==> src/rtl/sum_tx_pkg.sv <==
// Shared definitions for the sum transmitter: FSM states, ASCII constants,
// frame length and the nibble-to-ASCII helper.
package sum_tx_pkg;

   typedef enum logic [2:0] {
      IDLE,
      SNAP,
      START,
      WAIT_ACK,
      WAIT_DONE,
      NEXT
   } state_t;

   localparam logic [7:0] ASCII_CR   = 8'h0D;
   localparam logic [7:0] ASCII_LF   = 8'h0A;
   localparam logic [7:0] ASCII_ZERO = 8'h30;
   localparam logic [7:0] ASCII_A    = 8'h41;

   localparam int FRAME_LEN = 4;

   // Uppercase ASCII hex digit for a 4-bit value
   function automatic logic [7:0] nibble_to_hex(input logic [3:0] nibble);
      logic [7:0] wide;
      wide = {4'h0, nibble};
      if (nibble < 4'd10) begin
         return ASCII_ZERO + wide;
      end
      return ASCII_A + wide - 8'd10;
   endfunction

endpackage

==> src/rtl/sync_edge_det.sv <==
// Multi-flop synchronizer followed by an edge detector for one asynchronous
// control input. The edge is reported when the synchronized level moves from
// its inactive value to its active value. Edges are masked until the chain has
// been refilled with real samples after reset, so an input already sitting at
// its active level at reset release does not look like a fresh request.
module sync_edge_det #(
   parameter int SYNC_STAGES = 2,
   parameter bit ACTIVE_LOW  = 1'b0
) (
   input  logic clk,
   input  logic reset_n,
   input  logic async_in,
   output logic sync_level,
   output logic edge_pulse
);

   localparam logic IDLE_LEVEL = ACTIVE_LOW;

   logic [SYNC_STAGES-1:0] sync_ff;
   logic                   prev_level;
   logic [SYNC_STAGES:0]   fill;

   // Shift the raw input through the synchronizer, remember the previous
   // synchronized level, and track how many real samples have arrived
   always_ff @(posedge clk or negedge reset_n) begin
      if (!reset_n) begin
         sync_ff    <= {SYNC_STAGES{IDLE_LEVEL}};
         prev_level <= IDLE_LEVEL;
         fill       <= '0;
      end else begin
         sync_ff[0] <= async_in;
         for (int i = 1; i < SYNC_STAGES; i++) begin
            sync_ff[i] <= sync_ff[i-1];
         end
         prev_level <= sync_level;
         fill       <= {fill[SYNC_STAGES-1:0], 1'b1};
      end
   end

   assign sync_level = sync_ff[SYNC_STAGES-1];
   assign edge_pulse = fill[SYNC_STAGES]
                       && (prev_level == IDLE_LEVEL)
                       && (sync_level != IDLE_LEVEL);

endmodule

==> src/rtl/sum_tx_controller.sv <==
// Adds two 4-bit operands captured on asynchronous save requests and, on a
// send request, transmits the sum to a UART as a 4-byte ASCII frame:
// high hex digit, low hex digit, CR, LF.
module sum_tx_controller
   import sum_tx_pkg::*;
#(
   parameter int SYNC_STAGES    = 2,
   parameter int ACCEPT_TIMEOUT = 15
) (
   input  logic       clk,
   input  logic       reset_n,
   input  logic       save_a_n,
   input  logic       save_b_n,
   input  logic [3:0] data_input,
   input  logic       uart_tx_en,
   input  logic       uart_busy,
   output logic       tx_start,
   output logic [7:0] tx_data,
   output logic [4:0] sum,
   output logic       seq_busy,
   output logic       tx_err
);

   localparam logic [15:0] TIMEOUT_LAST = 16'(ACCEPT_TIMEOUT - 1);
   localparam logic [1:0]  LAST_INDEX   = 2'(FRAME_LEN - 1);

   logic        save_a_edge;
   logic        save_b_edge;
   logic        send_edge;
   logic        save_a_level;
   logic        save_b_level;
   logic        send_level;
   logic        levels_unused;

   logic [3:0]  op_a;
   logic [3:0]  op_b;
   logic [4:0]  snapshot;
   logic [1:0]  index;
   logic [15:0] timeout_cnt;
   state_t      state;

   sync_edge_det #(.SYNC_STAGES(SYNC_STAGES), .ACTIVE_LOW(1'b1)) u_sync_a (
      .clk        (clk),
      .reset_n    (reset_n),
      .async_in   (save_a_n),
      .sync_level (save_a_level),
      .edge_pulse (save_a_edge)
   );

   sync_edge_det #(.SYNC_STAGES(SYNC_STAGES), .ACTIVE_LOW(1'b1)) u_sync_b (
      .clk        (clk),
      .reset_n    (reset_n),
      .async_in   (save_b_n),
      .sync_level (save_b_level),
      .edge_pulse (save_b_edge)
   );

   sync_edge_det #(.SYNC_STAGES(SYNC_STAGES), .ACTIVE_LOW(1'b0)) u_sync_send (
      .clk        (clk),
      .reset_n    (reset_n),
      .async_in   (uart_tx_en),
      .sync_level (send_level),
      .edge_pulse (send_edge)
   );

   assign levels_unused = &{save_a_level, save_b_level, send_level};

   // Byte of the frame selected by idx, built from a 5-bit sum value
   function automatic logic [7:0] frame_byte(input logic [4:0] value,
                                             input logic [1:0] idx);
      case (idx)
         2'd0:    return nibble_to_hex({3'b000, value[4]});
         2'd1:    return nibble_to_hex(value[3:0]);
         2'd2:    return ASCII_CR;
         default: return ASCII_LF;
      endcase
   endfunction

   // Operand capture: each save edge loads data_input into its operand
   always_ff @(posedge clk or negedge reset_n) begin
      if (!reset_n) begin
         op_a <= '0;
         op_b <= '0;
      end else begin
         if (save_a_edge) begin
            op_a <= data_input;
         end
         if (save_b_edge) begin
            op_b <= data_input;
         end
      end
   end

   // Registered adder; 5 bits hold the full 0..30 range
   always_ff @(posedge clk or negedge reset_n) begin
      if (!reset_n) begin
         sum <= '0;
      end else begin
         sum <= {1'b0, op_a} + {1'b0, op_b};
      end
   end

   // Frame sequencer: snapshots the sum, then for each byte pulses tx_start,
   // waits for the UART to accept (busy high) and finish (busy low).
   // A UART that never accepts aborts the frame and raises tx_err.
   always_ff @(posedge clk or negedge reset_n) begin
      if (!reset_n) begin
         state       <= IDLE;
         snapshot    <= '0;
         index       <= '0;
         timeout_cnt <= '0;
         tx_start    <= 1'b0;
         tx_data     <= '0;
         tx_err      <= 1'b0;
         seq_busy    <= 1'b0;
      end else begin
         case (state)
            IDLE: begin
               if (send_edge) begin
                  seq_busy <= 1'b1;
                  state    <= SNAP;
               end
            end
            SNAP: begin
               snapshot <= sum;
               index    <= '0;
               tx_err   <= 1'b0;
               tx_data  <= frame_byte(sum, 2'd0);
               tx_start <= 1'b1;
               state    <= START;
            end
            START: begin
               tx_start    <= 1'b0;
               timeout_cnt <= 16'd1;
               state       <= WAIT_ACK;
            end
            WAIT_ACK: begin
               if (uart_busy) begin
                  state <= WAIT_DONE;
               end else if (timeout_cnt >= TIMEOUT_LAST) begin
                  tx_err   <= 1'b1;
                  seq_busy <= 1'b0;
                  state    <= IDLE;
               end else begin
                  timeout_cnt <= timeout_cnt + 16'd1;
               end
            end
            WAIT_DONE: begin
               if (!uart_busy) begin
                  state <= NEXT;
               end
            end
            NEXT: begin
               if (index == LAST_INDEX) begin
                  seq_busy <= 1'b0;
                  state    <= IDLE;
               end else begin
                  index    <= index + 2'd1;
                  tx_data  <= frame_byte(snapshot, index + 2'd1);
                  tx_start <= 1'b1;
                  state    <= START;
               end
            end
            default: begin
               seq_busy <= 1'b0;
               tx_start <= 1'b0;
               state    <= IDLE;
            end
         endcase
      end
   end

endmodule

==> config.mk <==
export PLATFORM = sky130hd
export DESIGN_NAME = sum_tx_controller
export DESIGN_NICKNAME = d
export VERILOG_FILES = /design/src/rtl/sum_tx_pkg.sv /design/src/rtl/sync_edge_det.sv /design/src/rtl/sum_tx_controller.sv
export SDC_FILE = /design/constraint.sdc
export NUM_CORES = 1
export LEC_CHECK = 0
export ABC_CLOCK_PERIOD_IN_PS = 1500
export CAP_MARGIN = 20
export CORE_UTILIZATION = 51
export DETAILED_ROUTE_END_ITERATION = 6
export PLACE_DENSITY_LB_ADDON = 0.15
export RECOVER_POWER = 100
export SYNTH_ARGS = -nofsm -noshare
export SYNTH_HDL_FRONTEND = slang
export SYNTH_HIERARCHICAL = 1
export SYNTH_SLANG_ARGS = --single-unit
==> constraint.sdc <==
create_clock -name clk -period 1.5 [get_ports clk]
set_clock_uncertainty 0.05 [all_clocks]
set_input_delay 0.15 -clock clk [delete_from_list [all_inputs] [get_ports clk]]
set_output_delay 0.15 -clock clk [all_outputs]
set_load 0.02 [all_outputs]
==> run metrics <==
final-layout fill cell count=452; netlist area before placement=between 0.002 and 0.003 mm²; buffers added on ports=24; clock-pin transition on the worst setup and hold timing paths=roughly 0.08 ns; Req. time, crit path=1.68 ns; final setup violation count=6; kind of path behind the tightest hold check=in2reg; Placed Area=around 0.0035 mm²; layout overhead on the synthesized area=25.9%; delay of the slowest critical-path stage=0.38 ns; Yosys warnings=6; synthesized instance count=252; routed wirelength normalized by instance count=about 14 µm; final count of pins violating max slew=0; die extent in x=slightly below 80 µm; maximum fanout along the worst path=4; Critical Path Source Type=flip-flop; Avg Synthesized Cell Area=~12 µm²; antenna violations before repair=0; H-tree levels=3; relative contribution of sequential cells to total power=0.389; Pint=between 4 and 5 mW; violated checks=setup timing; area inside the core boundary=between 0.005 and 0.006 mm²; commonest cells after routing, fill and taps aside=sky130_fd_sc_hd__dfrtp_1, sky130_fd_sc_hd__buf_4, sky130_fd_sc_hd__nand2_1, sky130_fd_sc_hd__o21ai_0, sky130_fd_sc_hd__nor2b_1; Sequential Area=~0.0017 mm²; outcome=complete, but fails checks; most common library cell in the layout ignoring fill and taps=sky130_fd_sc_hd__dfrtp_1; ratio of routed vias to standard cells=5.20; buffers plus inverters on the worst setup path=1; total grt overflow=0; TritonCTS clock tree=done; cell types with the largest area share after synthesis=sky130_fd_sc_hd__dfrtp_1, sky130_fd_sc_hd__dfstp_2, sky130_fd_sc_hd__ha_1; dominant register cell in the synthesized netlist=sky130_fd_sc_hd__dfrtp_1; Setup WS post-layout=-0.0779 ns; global-route wire length before repair=between 9 and 10 mm; final weighted congestion of routability-driven global placement=a little over 0.8; maximum number of pins on one net before global-route repair=41; Finished Cell Area=about 0.0037 mm²; clock network fraction of design power=0.212; Tmin final=roughly 1.6 ns; Worst VDD drop=between 900 and 1000 µV; slew at the pin closest to its max-slew limit=roughly 0.94 ns; gr usage total=0.204; Net Switching=approximately 2.4 mW; net switching fraction of the power=0.377; Final Non-Filler Cells=just under 400; library cell used as clock root buffer=sky130_fd_sc_hd__clkbuf_8; Arrival @ worst endpoint=between 1.5 and 2 ns; worst path cell trace=inv_2 -> ha_2 -> o211ai_1 -> and4_4 -> nand2b_4 -> a311oi_2; number of primary I/O pins=26; Nets=roughly 330; number of diodes=0; number of enable flip-flop cells after synthesis=0; drt total wl=5.35 mm; sort of element at the end of the critical path=flip-flop; share of the synthesized area in the top cell type=0.524; cell row count=27; drc violations=0; start-to-end type of the worst setup path=reg2reg; number of buffers on the longest clock path=2; insertion delay of the later-clocked pin in the worst-skew pair=0.34 ns; headroom to the max-slew limit=0.374; Worst path slowest cell=sky130_fd_sc_hd__dfrtp_1; area used by multi-input combinational logic=0.00118 mm²; ratio of cells with drive above 1 in the final layout=0.268; Starting Density=0.529; first-iteration detailed-routing DRC count=~80; Vias=just over 2000; height of the die=roughly 78 µm; Yosys top cell by area=sky130_fd_sc_hd__dfrtp_1; number of max-cap violations=0; flop and latch count out of synthesis=67; total number of clock tree sinks=67; static leakage=1.71 nW; count of nets left with antenna violations after detail routing=0; Sum Neg Setup Slack=-0.191 ns; Pre-antenna DRT Iters=5; syn_nets=between 200 and 300; Num CTS Buffers=9; cell family with most CP delay=compound AO/OA/AOI/OAI gates; number of placed cells counting well taps=370; fraction of the cycle the final worst path needs=1.05; total power density per cell area=1760 mW/mm²; number of global-route vias before repair=between 2000 and 2500; proportion of power drawn by combinational gates=0.399; count of final hold-check violations=0; Max Clock Freq=approximately 630 MHz; post-placement setup slack=-0.164 ns; sequential cell area fraction in the yosys report=0.578; setup repair after global routing missed its margin=true; Power Total=around 6.5 mW; Synth async-reset ratio=1.00; placed wire-length estimate=3.85 mm; distinct cell type count after synthesis=between 40 and 50; full die area=0.00602 mm²
## flip-flops by register name, indices dropped and copies added (netlist names)
name,flops
tx_err,1
seq_busy,1
tx_data,7
op_b,4
u_sync_send/fill,3
u_sync_b/sync_ff,2
u_sync_b/prev_level,1
state,3
u_sync_a/prev_level,1
timeout_cnt,16
u_sync_b/fill,3
u_sync_a/sync_ff,2
u_sync_send/sync_ff,2
sum,5
tx_start,1
u_sync_a/fill,3
index,2
snapshot,5
op_a,4
u_sync_send/prev_level,1
## through the flow
| stage | utilization | hold slack (ns) |
|---|---|---|
| floorplan | - | -0.196 |
| finish | 0.667 | 0.297 |
| detailed placement | 0.627 | 0.0445 |
| CTS | 0.664 | 0.144 |
| global placement | 0.627 | 0.0368 |
| global route | 0.667 | 0.288 |
## worst register-to-register path, cell delays in order, from the launching register on
cell and delay (ns):
sky130_fd_sc_hd__dfrtp_1 0.38, sky130_fd_sc_hd__inv_2 0.05, sky130_fd_sc_hd__ha_2 0.16, sky130_fd_sc_hd__o211ai_1 0.22
sky130_fd_sc_hd__and4_4 0.31, sky130_fd_sc_hd__nand2b_4 0.08, sky130_fd_sc_hd__a311oi_2 0.24
## timing repair
item                                   in CTS  in global routing
resized for setup                          20                 17
buffers inserted                            1                  1
hold buffers                                1                  0
endpoints found under the hold margin      14                  0
setup endpoints to repair                  24                 17
pin swaps                                   5                  5
## path summary, 6_finish.rpt
check / from / endpoint / slack (ns) / depth (start not counted)
worst max-delay path: timeout_cnt[0] / timeout_cnt[0] / -0.08 / 6
worst min-delay path: save_a_n / u_sync_a/sync_ff[0] / 0.30 / 1
worst max register to register: timeout_cnt[0] / timeout_cnt[0] / -0.08 / 6
worst min register to register: u_sync_send/fill[1] / u_sync_send/fill[2] / 0.30 / 0
max in group asynchronous: reset_n / seq_busy / 0.17 / 3
min in group asynchronous: reset_n / sum[1] / 0.41 / 2
## power groups by stage
stage | registers (mW) | logic [mW] | clock network [mW]
floorplan | 2.69 | 1.34 | 0
global placement | 2.54 | 2.57 | 0
detailed placement | 2.56 | 2.61 | 0
CTS | 2.52 | 2.56 | 1.42
global route | 2.59 | 2.85 | 1.49
finish | 2.52 | 2.58 | 1.37
## synth_stat cells (2+ instances only)
cell,count
sky130_fd_sc_hd__dfrtp_1,61
sky130_fd_sc_hd__nand2_1,22
sky130_fd_sc_hd__o21ai_0,18
sky130_fd_sc_hd__nor2b_1,15
sky130_fd_sc_hd__a21oi_1,13
sky130_fd_sc_hd__inv_1,13
sky130_fd_sc_hd__nor2_1,12
sky130_fd_sc_hd__ha_1,11
sky130_fd_sc_hd__mux2_2,9
sky130_fd_sc_hd__a31oi_1,7
sky130_fd_sc_hd__dfstp_2,6
sky130_fd_sc_hd__clkbuf_1,5
sky130_fd_sc_hd__a22o_1,4
sky130_fd_sc_hd__conb_1,4
sky130_fd_sc_hd__o211ai_1,4
sky130_fd_sc_hd__and3_1,3
sky130_fd_sc_hd__and3b_1,3
sky130_fd_sc_hd__buf_2,3
sky130_fd_sc_hd__nand2b_1,3
sky130_fd_sc_hd__nor4_4,3
sky130_fd_sc_hd__o22ai_1,3
sky130_fd_sc_hd__o31ai_1,3
sky130_fd_sc_hd__xnor2_1,3
sky130_fd_sc_hd__a21o_1,2
sky130_fd_sc_hd__a311oi_1,2
sky130_fd_sc_hd__nand4_1,2
sky130_fd_sc_hd__nor4_1,2
## kinds of logic (layout without fill, tap and decap cells)
kind of cell	after synthesis	in the layout	synth area share
and+or+nand+nor	71	71	0.148
muxes	9	9	0.0348
other	4	4	0.00515
DFF	67	67	0.578
AOI/OAI and AO/OA	62	62	0.135
adders and majority gates	12	12	0.0541
buffers and inverters	24	89	0.0361
xor gates and xnor gates	3	3	0.00901
## layout make-up
class                           instances  share of cell area
Sequential cell                        67               0.459
Multi-Input combinational cell        161               0.322
Timing Repair Buffer                   60               0.132
Clock buffer                            9              0.0337
Tap cell                               72              0.0245
Clock inverter                          7              0.0157
Inverter                               13              0.0133
## layer usage
metal / GRT usage / up-vias / routed length (µm)
met5: 0 / - / 0
met4: 0.117 / 0 / 114
met3: 0.0353 / 11 / 138
met2: 0.315 / 35 / 2600
met1: 0.273 / 976 / 2500
li1: - / 1002 / -
Power figures use the tool's default switching activity.
